**src/rtl/sdram_arb_pkg.sv**
```systemverilog
// Shared types and constants for the SDRAM CPU-port arbiter.
package sdram_arb_pkg;

    typedef enum logic [2:0] {
        IDLE   = 3'd0,
        ISSUE  = 3'd1,
        SETTLE = 3'd2,
        WAIT   = 3'd3,
        DONE   = 3'd4
    } arb_state_t;

    localparam int REQ_LOADER = 0;
    localparam int REQ_CPU    = 1;
    localparam int REQ_DMA    = 2;

    localparam int ADDR_W = 25;
    localparam int DATA_W = 8;
    localparam int TMO_W  = 10;

endpackage

```
**src/rtl/sdram_port_arb_if.sv**
```systemverilog
// Requester-side and sdram-side signals of the CPU-port arbiter.
interface sdram_port_arb_if #(
    parameter int NREQ = 3
);
    import sdram_arb_pkg::*;

    logic [NREQ-1:0]        req;
    logic [NREQ-1:0]        req_we;
    logic [NREQ*ADDR_W-1:0] req_addr;
    logic [NREQ*DATA_W-1:0] req_din;
    logic [NREQ-1:0]        ack;
    logic [DATA_W-1:0]      rdata;
    logic                   timeout_err;
    logic [ADDR_W-1:0]      ram_addr;
    logic [DATA_W-1:0]      ram_din;
    logic                   ram_we;
    logic                   ram_rd;
    logic [DATA_W-1:0]      ram_dout;
    logic                   ram_busy;

    // Arbiter view.
    modport slave (
        input  req, req_we, req_addr, req_din, ram_dout, ram_busy,
        output ack, rdata, timeout_err, ram_addr, ram_din, ram_we, ram_rd
    );

    // Requesters plus sdram view.
    modport master (
        output req, req_we, req_addr, req_din, ram_dout, ram_busy,
        input  ack, rdata, timeout_err, ram_addr, ram_din, ram_we, ram_rd
    );

endinterface

```
**src/rtl/sdram_port_arb_rr_pick.sv**
```systemverilog
// Combinational round-robin picker: first set request after 'last', wrapping.
module rr_pick #(
    parameter int NREQ  = 3,
    parameter int IDX_W = 2
) (
    input  logic [NREQ-1:0]  req,
    input  logic [IDX_W-1:0] last,
    output logic [IDX_W-1:0] grant,
    output logic             valid
);

    logic [IDX_W-1:0] cand_s;

    // Scan from the farthest candidate back to last+1 so the nearest set request wins.
    always_comb begin
        grant  = '0;
        valid  = 1'b0;
        cand_s = '0;
        for (int k = NREQ; k >= 1; k--) begin
            cand_s = IDX_W'((int'(last) + k) % NREQ);
            if (req[cand_s]) begin
                grant = cand_s;
                valid = 1'b1;
            end else begin
                valid = valid;
            end
        end
    end

endmodule

```
**src/rtl/sdram_port_arb.sv**
```systemverilog
// Round-robin arbiter sharing the edge-strobed sdram CPU port between requesters.
// Each access produces a fresh rd/we rising edge and exactly one ack pulse,
// whether the sdram answers with a busy pulse or silently (cache hit).
module sdram_port_arb #(
    parameter int NREQ    = 3,
    parameter int TIMEOUT = 1023
) (
    input logic             clk,
    input logic             init,
    sdram_port_arb_if.slave bus
);
    import sdram_arb_pkg::*;

    localparam int IDX_W = (NREQ > 1) ? $clog2(NREQ) : 1;
    localparam logic [TMO_W-1:0] TMO_LAST = TMO_W'(TIMEOUT - 1);

    arb_state_t        state_r;
    arb_state_t        state_s;
    logic [IDX_W-1:0]  grant_r;
    logic [IDX_W-1:0]  last_r;
    logic [IDX_W-1:0]  pick_idx_s;
    logic              pick_valid_s;
    logic              we_r;
    logic [TMO_W-1:0]  tmo_cnt_r;
    logic              wait_done_s;
    logic              wait_abort_s;
    logic [ADDR_W-1:0] addr_a_s [NREQ];
    logic [DATA_W-1:0] din_a_s  [NREQ];

    for (genvar i = 0; i < NREQ; i++) begin : g_split
        assign addr_a_s[i] = bus.req_addr[i*ADDR_W +: ADDR_W];
        assign din_a_s[i]  = bus.req_din[i*DATA_W +: DATA_W];
    end

    rr_pick #(
        .NREQ  (NREQ),
        .IDX_W (IDX_W)
    ) u_pick (
        .req   (bus.req),
        .last  (last_r),
        .grant (pick_idx_s),
        .valid (pick_valid_s)
    );

    // State register.
    always_ff @(posedge clk or posedge init) begin
        if (init) begin
            state_r <= IDLE;
        end else begin
            state_r <= state_s;
        end
    end

    // Next-state logic; WAIT completes on idle busy first, abort only while busy stays high.
    always_comb begin
        state_s      = state_r;
        wait_done_s  = 1'b0;
        wait_abort_s = 1'b0;
        case (state_r)
            IDLE: begin
                if (pick_valid_s) begin
                    state_s = ISSUE;
                end else begin
                    state_s = IDLE;
                end
            end
            ISSUE:  state_s = SETTLE;
            SETTLE: state_s = WAIT;
            WAIT: begin
                if (!bus.ram_busy) begin
                    state_s     = DONE;
                    wait_done_s = 1'b1;
                end else if (tmo_cnt_r == TMO_LAST) begin
                    state_s      = DONE;
                    wait_abort_s = 1'b1;
                end else begin
                    state_s = WAIT;
                end
            end
            DONE:    state_s = IDLE;
            default: state_s = IDLE;
        endcase
    end

    // Grant latching, strobes, completion, ack pulse and sticky timeout flag.
    always_ff @(posedge clk or posedge init) begin
        if (init) begin
            bus.ack         <= '0;
            bus.rdata       <= '0;
            bus.timeout_err <= 1'b0;
            bus.ram_addr    <= '0;
            bus.ram_din     <= '0;
            bus.ram_we      <= 1'b0;
            bus.ram_rd      <= 1'b0;
            grant_r         <= '0;
            last_r          <= IDX_W'(NREQ - 1);
            we_r            <= 1'b0;
            tmo_cnt_r       <= '0;
        end else begin
            bus.ack <= '0;
            case (state_r)
                IDLE: begin
                    if (pick_valid_s) begin
                        grant_r      <= pick_idx_s;
                        bus.ram_addr <= addr_a_s[pick_idx_s];
                        bus.ram_din  <= din_a_s[pick_idx_s];
                        we_r         <= bus.req_we[pick_idx_s];
                        bus.ram_we   <= bus.req_we[pick_idx_s];
                        bus.ram_rd   <= ~bus.req_we[pick_idx_s];
                    end
                end
                SETTLE: begin
                    tmo_cnt_r <= '0;
                end
                WAIT: begin
                    if (wait_done_s) begin
                        if (!we_r) begin
                            bus.rdata <= bus.ram_dout;
                        end
                        bus.ack[grant_r] <= 1'b1;
                        last_r           <= grant_r;
                        bus.ram_we       <= 1'b0;
                        bus.ram_rd       <= 1'b0;
                    end else if (wait_abort_s) begin
                        bus.timeout_err  <= 1'b1;
                        bus.rdata        <= {DATA_W{1'b1}};
                        bus.ack[grant_r] <= 1'b1;
                        last_r           <= grant_r;
                        bus.ram_we       <= 1'b0;
                        bus.ram_rd       <= 1'b0;
                    end else begin
                        tmo_cnt_r <= tmo_cnt_r + 10'd1;
                    end
                end
                default: begin
                    tmo_cnt_r <= tmo_cnt_r;
                end
            endcase
        end
    end

endmodule

```
**src/flat_wrapper.sv**
```systemverilog
// flat-port wrapper written by rule: the top's interface ports become plain ports
module sdram_port_arb_flat import sdram_arb_pkg::*;
#(
    parameter int NREQ    = 3,
    parameter int TIMEOUT = 1023
)
  (clk, init, bus_req, bus_req_we, bus_req_addr, bus_req_din, bus_ram_dout, bus_ram_busy, bus_ack, bus_rdata, bus_timeout_err, bus_ram_addr, bus_ram_din, bus_ram_we, bus_ram_rd);
  sdram_port_arb_if #(.NREQ(NREQ)) bus_i ();
  input logic clk;
  input logic init;
  input wire logic [$bits(bus_i.req)-1:0] bus_req;
  input wire logic [$bits(bus_i.req_we)-1:0] bus_req_we;
  input wire logic [$bits(bus_i.req_addr)-1:0] bus_req_addr;
  input wire logic [$bits(bus_i.req_din)-1:0] bus_req_din;
  input wire logic [$bits(bus_i.ram_dout)-1:0] bus_ram_dout;
  input wire logic [$bits(bus_i.ram_busy)-1:0] bus_ram_busy;
  output wire logic [$bits(bus_i.ack)-1:0] bus_ack;
  output wire logic [$bits(bus_i.rdata)-1:0] bus_rdata;
  output wire logic [$bits(bus_i.timeout_err)-1:0] bus_timeout_err;
  output wire logic [$bits(bus_i.ram_addr)-1:0] bus_ram_addr;
  output wire logic [$bits(bus_i.ram_din)-1:0] bus_ram_din;
  output wire logic [$bits(bus_i.ram_we)-1:0] bus_ram_we;
  output wire logic [$bits(bus_i.ram_rd)-1:0] bus_ram_rd;
  assign bus_i.req = bus_req;
  assign bus_i.req_we = bus_req_we;
  assign bus_i.req_addr = bus_req_addr;
  assign bus_i.req_din = bus_req_din;
  assign bus_i.ram_dout = bus_ram_dout;
  assign bus_i.ram_busy = bus_ram_busy;
  assign bus_ack = bus_i.ack;
  assign bus_rdata = bus_i.rdata;
  assign bus_timeout_err = bus_i.timeout_err;
  assign bus_ram_addr = bus_i.ram_addr;
  assign bus_ram_din = bus_i.ram_din;
  assign bus_ram_we = bus_i.ram_we;
  assign bus_ram_rd = bus_i.ram_rd;
  sdram_port_arb #(.NREQ(NREQ), .TIMEOUT(TIMEOUT)) u_core (.clk(clk), .init(init), .bus(bus_i));
endmodule
```
**config.mk**
```make
export PLATFORM = sky130hd
export DESIGN_NAME = sdram_port_arb_flat
export DESIGN_NICKNAME = d
export VERILOG_FILES = /design/src/rtl/sdram_arb_pkg.sv /design/src/rtl/sdram_port_arb_if.sv /design/src/rtl/sdram_port_arb_rr_pick.sv /design/src/rtl/sdram_port_arb.sv /design/src/flat_wrapper.sv
export SDC_FILE = /design/constraint.sdc
export NUM_CORES = 1
export LEC_CHECK = 0
export CAP_MARGIN = 15
export CORE_MARGIN = 4
export CORE_UTILIZATION = 45
export DETAILED_ROUTE_END_ITERATION = 8
export PLACE_DENSITY = 0.84
export RECOVER_POWER = 25
export SLEW_MARGIN = 20
export SYNTH_ARGS = -nofsm -noshare
export SYNTH_HDL_FRONTEND = slang
export SYNTH_HIERARCHICAL = 1
export SYNTH_SLANG_ARGS = --single-unit
```
**constraint.sdc**
```tcl
create_clock -name clk -period 5.3 [get_ports clk]
set_input_delay 0.53 -clock clk [delete_from_list [all_inputs] [get_ports clk]]
set_output_delay 0.53 -clock clk [all_outputs]
set_load 0.03 [all_outputs]
```
==> impl_metrics.csv <==
group,metric,value,unit
timing,period_minus_slack,3.359,ns
timing,slew_viol_final,0,
cts,cts_root_buffer,"clkbuf_8",
finish,final.fill_count,567,
synthesis,netlist_area,0.003547,mm^2
floorplan,die_x,96.79,um
timing,finClkSkew,0.003970,ns
synthesis,yosys_warnings,6,
floorplan,num_rows,32,
drt,viasPerCell,5.327,
synthesis,syn-num-nets,515,
floorplan,pin_count,163,
cts,clk_pin_slew_worst_paths,0.07,ns
cts,worstSkewPairLatency,0.33,ns
finish,final_cell_mix,"clkdlybuf4s50_1 (161), a21oi_1 (78), nor2_1 (75), dfrtp_1 (64), mux2i_1 (38)",
pwr,max-vdd-ir-drop,0.3109,mV
synthesis,synth_ff_type,"dfrtp_1",
hold_path,holdPathStages,1,
timing,max_freq,297.7,MHz
floorplan,start_util,46.14,%
finish,seq_area,0.001628,mm^2
drt,wirelength,10.22,mm
synthesis,synthArstFlopShare,100.0,%
finish,area_growth_syn_to_layout,53.90,%
setup_path,r2r_end,"u_core/bus.ram_addr[21]",
floorplan,die_h,96.79,um
finish,fin_cells,649,
cts,holdBufCountCts,0,
synthesis,synth_edf_count,0,
timing,setup_tns,0,ns
finish,layout_commonest_cell,"clkdlybuf4s50_1",
setup_path,crit_type,"flip-flop to flip-flop",
setup_path,crit_path_end_kind,"flip-flop",
place,dpl.cell_count,634,
job,maxCapViolCount,0,
setup_path,critPathLaunchType,"flip-flop",
timing,fin_crit_sh,63.38,%
timing,holdWs,0.5115,ns
cts,cts_setup_buffers,0,
drt,drc,0,
setup_path,r2r_slack,1.94,ns
drt,dr.pass1.iters,4,
drt,vias,3457,
cts,cts_tree,"done",
drt,antenna_left,0,
outcome,status,"finished clean",
timing,rsz0062_at_grt,"false",
synthesis,ys_ff_latch,65,
cts,htree_levels,3,
setup_path,rr_worst_depth,9,
global_route,grt_pass1_wl,16.54,mm
floorplan,die_area,0.009367,mm^2
timing,finalSetupViolations,0,
place,io_buffers,162,
global_route,grt-ovfl-total,0,
cts,cts_buffers,9,
timing,relSlewSlack,36.81,%
cts,clock_path_buffers,2,
hold_path,hp-start,"u_core/bus.timeout_err",
setup_path,worstReg2RegStart,"u_core/last_r[0]",
global_route,antenna_found_initial,0,
synthesis,synth_cell_type_count,51,
synthesis,postSynthAreaPerCell,9.026,um^2
finish,final_layout_size_suffix_gt1_share,6.216,%
finish,antennaDiodeCount,0,
timing,tightest_slew,0.9458,ns
drt,wl_per_cell,15.75,um
hold_path,hold_path_end,"u_core/bus.timeout_err",
place,dp_hpwl,7.610,mm
pwr,power.leakage,2.277,nW
drt,drtIter0Drc,210,
finish,multi_input_area,0.001769,mm^2
global_route,grt_start_max_net_pins,74,
synthesis,synth_seq_area_share,45.89,%
pwr,power.density,586.2,mW/mm^2
setup_path,path_max_fanout,36,
cts,cts_resized,0,
synthesis,syn_inst,393,
setup_path,cp.required,5.55,ns
timing,finalHoldViolCount,0,
hold_path,min_path_type,"flip-flop to flip-flop",
global_route,grt_usage,21.61,%
global_route,grt_pass1_vias,3492,
place,gp_congestion,0.9028,
setup_path,cp_data_arrival_time,3.61,ns
floorplan,fp.coreArea,0.007687,mm^2
finish,fin_nets,665,
cts,cts.sink_count,65,
report_power, final:
| part | leakage [nW] | internal [mW] | switching [mW] |
|---|---|---|---|
| sequential | 0.783 | 0.704 | 0.157 |
| combinational | 1.38 | 0.789 | 1.07 |
| clock | 0.116 | 0.301 | 0.180 |
| total | 2.28 | 1.79 | 1.41 |
routing by layer:
metal	global-route usage, %	share of wire [%]	vias up
li1	-	-	1675
met1	24.03	38	1614
met2	37.47	51	146
met3	7.931	9.4	22
met4	8.423	2.4	0
met5	0	0	-
metrics by stage:
| stage | cell area [um^2] | worst slack, ns | utilization, % | power, mW |
|---|---|---|---|---|
| 2_1_floorplan | 3547 | 2.813 | - | 2.081 |
| 3_3_place_gp | 5230 | 2.089 | 68.03 | 2.676 |
| 3_5_place_dp | 5230 | 1.922 | 68.03 | 2.726 |
| 4_1_cts | 5459 | 1.945 | 71.01 | 3.219 |
| 5_1_grt | 5459 | 1.734 | 71.01 | 3.435 |
| 6_report | 5459 | 1.941 | 71.01 | 3.200 |
critical path, stage by stage, from the launching register on:
cell and delay, ns:
dfrtp_1 0.39, inv_1 0.08, ha_1 0.39, or2_4 0.28, o2bb2ai_1 0.16, a21oi_4 0.76, nor2b_2 0.52, buf_4 0.36
a21oi_1 0.13, a21oi_1 0.18
cell families after synthesis:
group           Yosys count  share of synthesized area (%)
compound gates          113                          18.59
mux                      42                          12.10
xor+xnor                  1                         0.2470
simple gates            125                          15.94
fa+ha+maj                 6                          2.116
flops                    65                          45.89
buf+inv                  41                          5.115
registers in the layout, summed over array words and instances (netlist names):
| name | count |
|---|---|
| u_core/bus.ack | 3 |
| u_core/bus.timeout_err | 1 |
| u_core/grant_r | 2 |
| u_core/last_r | 2 |
| u_core/bus.rdata | 8 |
| u_core/we_r | 1 |
| u_core/bus.ram_din | 8 |
| u_core/bus.ram_we | 1 |
| u_core/bus.ram_rd | 1 |
| u_core/state_r | 3 |
| u_core/bus.ram_addr | 25 |
| u_core/tmo_cnt_r | 10 |
synth_stat cells, drive strengths merged, types with 3 or more instances:
master,number,share of area [%]
nand2,13,1.4
nand3,5,0.71
ha,6,2.1
mux2i,38,11
clkbuf,16,1.7
mux2,4,1.4
nor3,12,1.7
nor3b,4,0.85
dfrtp,64,45
inv,13,1.4
nor2b,3,0.53
nor2,75,7.9
a21oi,80,11
o21ai,6,0.85
o22a,8,2.0
buf,11,1.9
layout make-up:
class | instances | area share [%]
timing repair buffer | 166 | 30.25
clock inverter | 2 | 1.100
sequential | 65 | 29.82
tap | 102 | 2.338
inverter | 14 | 0.9856
clock buffer | 13 | 3.094
multi-input combinational | 287 | 32.41
how the worst max path moves through the flow:
stage / from / to / slack (ns)
6_report: u_core/last_r[0] / u_core/bus.ram_addr[21] / 1.94
3_5_place_dp: bus_req[0] / u_core/bus.ram_addr[21] / 1.92
4_1_cts: u_core/last_r[0] / u_core/bus.ram_addr[21] / 1.94
3_3_place_gp: bus_req[0] / u_core/bus.ram_din[1] / 2.09
2_1_floorplan: u_core/last_r[1] / u_core/bus.ram_addr[0] / 2.81
5_1_grt: u_core/last_r[0] / u_core/bus.ram_addr[21] / 1.73
(Power assumes the default switching activity.)
